**src/rtl/gauss_interp.sv**
```systemverilog
// gauss_interp: four-tap Gaussian interpolator working one table term per tick.
//
// A start in IDLE captures four consecutive samples (oldest first) and the
// 8-bit fractional pitch index. RUN walks the four Gaussian table addresses in
// order, accumulating floor((x[k] * g) / 2048) into a 17-bit signed
// accumulator one tick behind the address, because the table answers a tick
// later. DONE saturates the sum to 15 bits and pulses out_valid for one tick.
// All state advances only on clk edges where cpu_en is high.
//
// Optional feature: define GAUSS_WRAP_EN to fold the accumulator to 15 bits
// (sign-extended) after the third term, reproducing the original hardware wrap.
//
// Ports:
//   clk       system clock
//   reset     asynchronous active-low reset
//   cpu_en    tick enable
//   start     request interpolation (sampled on a tick in IDLE)
//   pcm_x     four signed samples x0..x3
//   index     fractional pitch position
//   rom_addr  Gaussian table address
//   rom_data  table word, valid the tick after its address
//   busy      high in RUN and DONE
//   out_valid one-tick pulse when out is updated
//   out       saturated interpolated sample
`timescale 1ns/1ps

module gauss_interp #(
  parameter int DATA_W = 15,
  parameter int COEF_W = 11,
  parameter int STAGES = 4
) (
  input  logic                     clk,
  input  logic                     reset,
  input  logic                     cpu_en,
  input  logic                     start,
  input  logic signed [DATA_W-1:0] pcm_x [STAGES],
  input  logic [7:0]               index,
  output logic [8:0]               rom_addr,
  input  logic [COEF_W-1:0]        rom_data,
  output logic                     busy,
  output logic                     out_valid,
  output logic signed [DATA_W-1:0] out
);

  localparam int ACC_W  = DATA_W + 2;
  localparam int PROD_W = DATA_W + COEF_W + 1;

  localparam logic [2:0] K_LAST = 3'(STAGES);
  localparam logic signed [ACC_W-1:0] SAT_HI = ACC_W'((2 ** (DATA_W - 1)) - 1);
  localparam logic signed [ACC_W-1:0] SAT_LO = ACC_W'(-(2 ** (DATA_W - 1)));

  typedef enum logic [1:0] {
    IDLE = 2'd0,
    RUN  = 2'd1,
    DONE = 2'd2
  } state_t;

  state_t state, state_nxt;

  logic signed [DATA_W-1:0] x_p0 [STAGES];
  logic [7:0]               idx_p0;
  logic [2:0]               k_p1;
  logic signed [ACC_W-1:0]  acc_p1;
  logic signed [DATA_W-1:0] out_p2;
  logic                     vld_p2;

  logic [1:0]               sel;
  logic signed [PROD_W-1:0] x_ext;
  logic signed [PROD_W-1:0] c_ext;
  logic signed [PROD_W-1:0] prod;
  logic signed [ACC_W-1:0]  term;
  logic signed [ACC_W-1:0]  acc_sum;
  logic signed [ACC_W-1:0]  acc_nxt;

  // Arithmetic shift gives floor division by 2^COEF_W for negative products.
  function automatic logic signed [ACC_W-1:0] floor_scale(input logic signed [PROD_W-1:0] p);
    return ACC_W'(p >>> COEF_W);
  endfunction

  function automatic logic signed [DATA_W-1:0] sat_out(input logic signed [ACC_W-1:0] a);
    if (a > SAT_HI) return DATA_W'(SAT_HI);
    if (a < SAT_LO) return DATA_W'(SAT_LO);
    return DATA_W'(a);
  endfunction

`ifdef GAUSS_WRAP_EN
  // Keep the low DATA_W bits and sign-extend them back to accumulator width.
  function automatic logic signed [ACC_W-1:0] wrap_acc(input logic signed [ACC_W-1:0] a);
    return ACC_W'(DATA_W'(a));
  endfunction
`endif

  // Term datapath: the word on rom_data belongs to the address issued for k-1.
  always_comb begin
    sel     = 2'(k_p1 - 3'd1);
    x_ext   = PROD_W'(x_p0[sel]);
    c_ext   = PROD_W'($signed({1'b0, rom_data}));
    prod    = x_ext * c_ext;
    term    = floor_scale(prod);
    acc_sum = acc_p1 + term;
`ifdef GAUSS_WRAP_EN
    acc_nxt = (k_p1 == 3'd3) ? wrap_acc(acc_sum) : acc_sum;
`else
    acc_nxt = acc_sum;
`endif
  end

  always_comb begin
    state_nxt = state;
    rom_addr  = '0;
    busy      = 1'b0;
    case (state)
      IDLE: begin
        if (start) state_nxt = RUN;
      end
      RUN: begin
        busy = 1'b1;
        case (k_p1)
          3'd0:    rom_addr = 9'd255 - {1'b0, idx_p0};
          3'd1:    rom_addr = 9'd511 - {1'b0, idx_p0};
          3'd2:    rom_addr = 9'd256 + {1'b0, idx_p0};
          3'd3:    rom_addr = {1'b0, idx_p0};
          default: rom_addr = '0;
        endcase
        if (k_p1 == K_LAST) state_nxt = DONE;
      end
      DONE: begin
        busy      = 1'b1;
        state_nxt = IDLE;
      end
      default: state_nxt = IDLE;
    endcase
  end

  always_ff @(posedge clk or negedge reset) begin
    if (!reset) begin
      state <= IDLE;
    end else if (cpu_en) begin
      state <= state_nxt;
    end
  end

  always_ff @(posedge clk or negedge reset) begin
    if (!reset) begin
      for (int j = 0; j < STAGES; j++) x_p0[j] <= '0;
      idx_p0 <= '0;
      k_p1   <= '0;
      acc_p1 <= '0;
      out_p2 <= '0;
      vld_p2 <= 1'b0;
    end else if (cpu_en) begin
      vld_p2 <= 1'b0;
      case (state)
        // ---- stage p0: capture operands ----
        IDLE: begin
          if (start) begin
            x_p0   <= pcm_x;
            idx_p0 <= index;
            k_p1   <= '0;
            acc_p1 <= '0;
          end
        end
        // ---- stage p1: accumulate one term per tick ----
        RUN: begin
          if (k_p1 != 3'd0) acc_p1 <= acc_nxt;
          k_p1 <= k_p1 + 3'd1;
        end
        // ---- stage p2: saturate and publish ----
        DONE: begin
          out_p2 <= sat_out(acc_p1);
          vld_p2 <= 1'b1;
        end
        default: ;
      endcase
    end
  end

  assign out       = out_p2;
  assign out_valid = vld_p2;

endmodule

```
**config.mk**
```make
export PLATFORM = sky130hd
export DESIGN_NAME = gauss_interp
export DESIGN_NICKNAME = d
export VERILOG_FILES = /design/src/rtl/gauss_interp.sv
export SDC_FILE = /design/constraint.sdc
export NUM_CORES = 1
export LEC_CHECK = 0
export ABC_AREA = 1
export CORE_MARGIN = 4
export CORE_UTILIZATION = 55
export CTS_BUF_LIST = sky130_fd_sc_hd__clkbuf_4
export CTS_CLUSTER_SIZE = 8
export DETAILED_ROUTE_END_ITERATION = 16
export PLACE_DENSITY = 0.8
export RECOVER_POWER = 25
export SYNTH_ARGS = -nofsm -noshare
export SYNTH_HDL_FRONTEND = slang
export SYNTH_SLANG_ARGS = --single-unit
```
**constraint.sdc**
```tcl
create_clock -name clk -period 8.07 [get_ports clk]
set_input_delay 1.2105 -clock clk [delete_from_list [all_inputs] [get_ports clk]]
set_output_delay 1.2105 -clock clk [all_outputs]
set_load 0.01 [all_outputs]
```
==> results_dict.tcl <==
set metrics [dict create \
    maxSlewHeadroom_pct -152 \
    seq_area_sq_um 2650 \
    finalMaxSlewViolations 109 \
    cp.arrival_ns 8.00 \
    start_util_pct 55.7 \
    crit_buf_inv 6 \
    gp_congestion 0.954 \
    finalCritPeriodShare_pct 93.8 \
    ios 109 \
    status "finished with violations" \
    synth_top_family_by_area "adder cells" \
    endpoint_kind "flop" \
    clockRootBuffer "clkbuf_4" \
    synth_compound_area_share_pct 7.09 \
    coreArea_sq_um 21000 \
    cts.sinks 106 \
    die_w_microns 154 \
    maxCapViolCount 2 \
    post-dp-hpwl_microns 23500 \
    drtAntennaViolNets 0 \
    hold_violations 0 \
    rows 53 \
    max_stage_delay_ns 0.56 \
    path_common_cell "nand2_1" \
    tightest_slew_ns 3.78 \
    multi_input_area_sq_um 7820 \
    vias 10000 \
    path_class "reg -> reg" \
    fp.dieH_microns 154 \
    insertion_delay_ns 0.52 \
    grt_overflow_total 0 \
    layout_commonest_cell "nand2_1" \
    drive_gt1_share_pct 3.93 \
    grt_max_degree 78 \
    track_usage_pct 25.1 \
    area_delta_synth_final_pct 13.6 \
    worstPathRequired_ns 8.50 \
    start_kind "flop" \
    final_nets 1939 \
    grt_pass1_vias 10300 \
    clockBufferDepth 2 \
    hold_ws_ns 0.506 \
    post_cts_resized 0 \
    viasPerCell 5.26 \
    synthSimpleGateAreaFrac_pct 23.6 \
    grt_first_pass_wirelength_microns 48900 \
    clock.fmax_mhz 132 \
    synthAdderAreaFrac_pct 34.8 \
    cts_setup_buffers 0 \
    n_fill_cell 1893 \
    synth-seq-cells 106 \
    finalSetupViolCount 0 \
    final_cell_mix "513 x nand2_1, 261 x inv_1, 152 x fa_1" \
    hold_class "reg -> reg" \
    avgSynthCellArea_sq_um 7.65 \
    cts_hold_buf 0 \
    dr.pass1.iters 5 \
    final.setup_skew_ns 0.0364 \
    critPathMaxFanout 15 \
    muxShareOfSynthArea_pct 0 \
    drtIter0Drc 686 \
    synth_cells 1524 \
    syn_nets 1840 \
    violations "capacitance limit, slew limit" \
    synth_area_sq_um 11700 \
    cts_made_buffers 9 \
    seq_area_frac_synth_pct 22.7 \
    cts_tree "yes" \
    finalSetupTns_ns 0 \
    slowest_stage "fa_1" \
    portBuffers 108 \
    cts.htree.levels 3 \
    design.die.area_sq_um 23600 \
    grt_antenna_before_repair 1 \
    synth_warnings 0 \
    post_drt_wl_per_cell_microns 15.0 \
    period_needed_ns 7.57 \
    drcViolationCount 0 \
    cp_top_family "adder cells" \
    synthDistinctLibCells 38 \
    clk_pin_slew_worst_paths_ns 0.19 \
    routed_wl_microns 28500 \
    rsz0062_at_grt "false" \
    synth_xor_area_share_pct 1.50 \
]
==> sequential cells by signal, summed over array words and instances, names as in the netlist <==
register / flops
k_p1: 3
acc_p1: 17
out: 15
x_p0: 60
state: 2
out_valid: 1
idx_p0: 8
==> routing by layer <==
layer / GRT usage [%] / up-vias / share of wire [%]
li1: - / 4808 / -
met1: 34.3 / 4797 / 43
met2: 41.0 / 347 / 48
met3: 3.77 / 72 / 6.2
met4: 8.87 / 0 / 3.3
met5: 0 / - / 0
==> cell type report <==
type                    instances  area share (%)
diodes                          1          0.0189
clock buffers                   9           0.510
clock inverters                 7           0.708
inverters                     275            7.87
multi-input cells            1102            59.0
flip-flops and latches        106            20.0
well taps                     275            2.60
repair buffers                129            9.28
==> stage by stage <==
step / utilization, % / cell area (sq um) / cells / setup WS, ns
after floorplan: - / 11700 / 1524 / 0.516
after global placement: 62.4 / 13100 / 1887 / 0.174
after detailed placement: 62.4 / 13100 / 1887 / 0.0368
after CTS: 63.2 / 13200 / 1903 / 0.346
after global routing: 63.2 / 13200 / 1904 / 0.0293
final: 63.2 / 13200 / 1904 / 0.503
==> logic make-up (layout without fill, tap and decap cells) <==
kind of cell	Yosys count	in the layout
simple gates	696	696
buf+inv	316	420
fa+ha+maj	233	233
compound gates	153	153
flops	106	106
xor+xnor	20	20
other cells	0	1
==> worst register-to-register path, delay by kind of cell (launching register included) <==
| kind | cells | cell delay, ns |
|---|---|---|
| and+or+nand+nor | 14 | 1.60 |
| adders and majority gates | 8 | 3.65 |
| AOI/OAI and AO/OA | 5 | 0.97 |
| DFF | 1 | 0.41 |
| xor gates and xnor gates | 1 | 0.17 |
| buffers and inverters | 6 | 0.71 |
==> cell usage after synthesis <==
cell type | instances | area, sq um
a211oi_1 | 1 | 7.51
a21boi_0 | 1 | 7.51
a21oi_1 | 89 | 445
a21oi_2 | 1 | 8.76
a21oi_4 | 1 | 16.3
a221oi_1 | 1 | 8.76
a31oi_1 | 1 | 6.26
buf_1 | 4 | 15.0
buf_2 | 2 | 10.0
buf_4 | 1 | 7.51
buf_6 | 1 | 11.3
clkbuf_1 | 33 | 124
clkinv_1 | 5 | 18.8
dfrtp_1 | 106 | 2650
fa_1 | 152 | 3040
ha_1 | 81 | 1010
inv_1 | 266 | 998
inv_2 | 4 | 15.0
nand2_1 | 513 | 1930
nand2_2 | 8 | 50.1
nand2_4 | 1 | 11.3
nand3_1 | 57 | 285
nand3_2 | 1 | 10.0
nand3b_1 | 2 | 15.0
nand4_1 | 2 | 12.5
nor2_1 | 101 | 379
nor2_2 | 1 | 6.26
nor3_1 | 5 | 25.0
nor4_1 | 2 | 12.5
o211ai_1 | 2 | 15.0
o21a_1 | 3 | 22.5
o21ai_0 | 42 | 210
o21bai_1 | 2 | 15.0
o22ai_1 | 3 | 18.8
o31ai_1 | 6 | 45.0
or2_2 | 3 | 18.8
xnor2_1 | 8 | 70.1
xor2_1 | 12 | 105
==> worst paths after layout <==
check,start,end,slack (ns),depth (start not counted)
max,k_p1[1],acc_p1[14],0.50,34
min,x_p0[18],x_p0[18],0.51,2
max reg2reg,k_p1[1],acc_p1[14],0.50,34
min reg2reg,x_p0[18],x_p0[18],0.51,2
max in group asynchronous,reset,x_p0[40],2.51,2
min in group asynchronous,reset,acc_p1[13],1.19,1
Power is not shown: default switching activity piles up to over one toggle a cycle in this logic, so the estimate is an artifact.
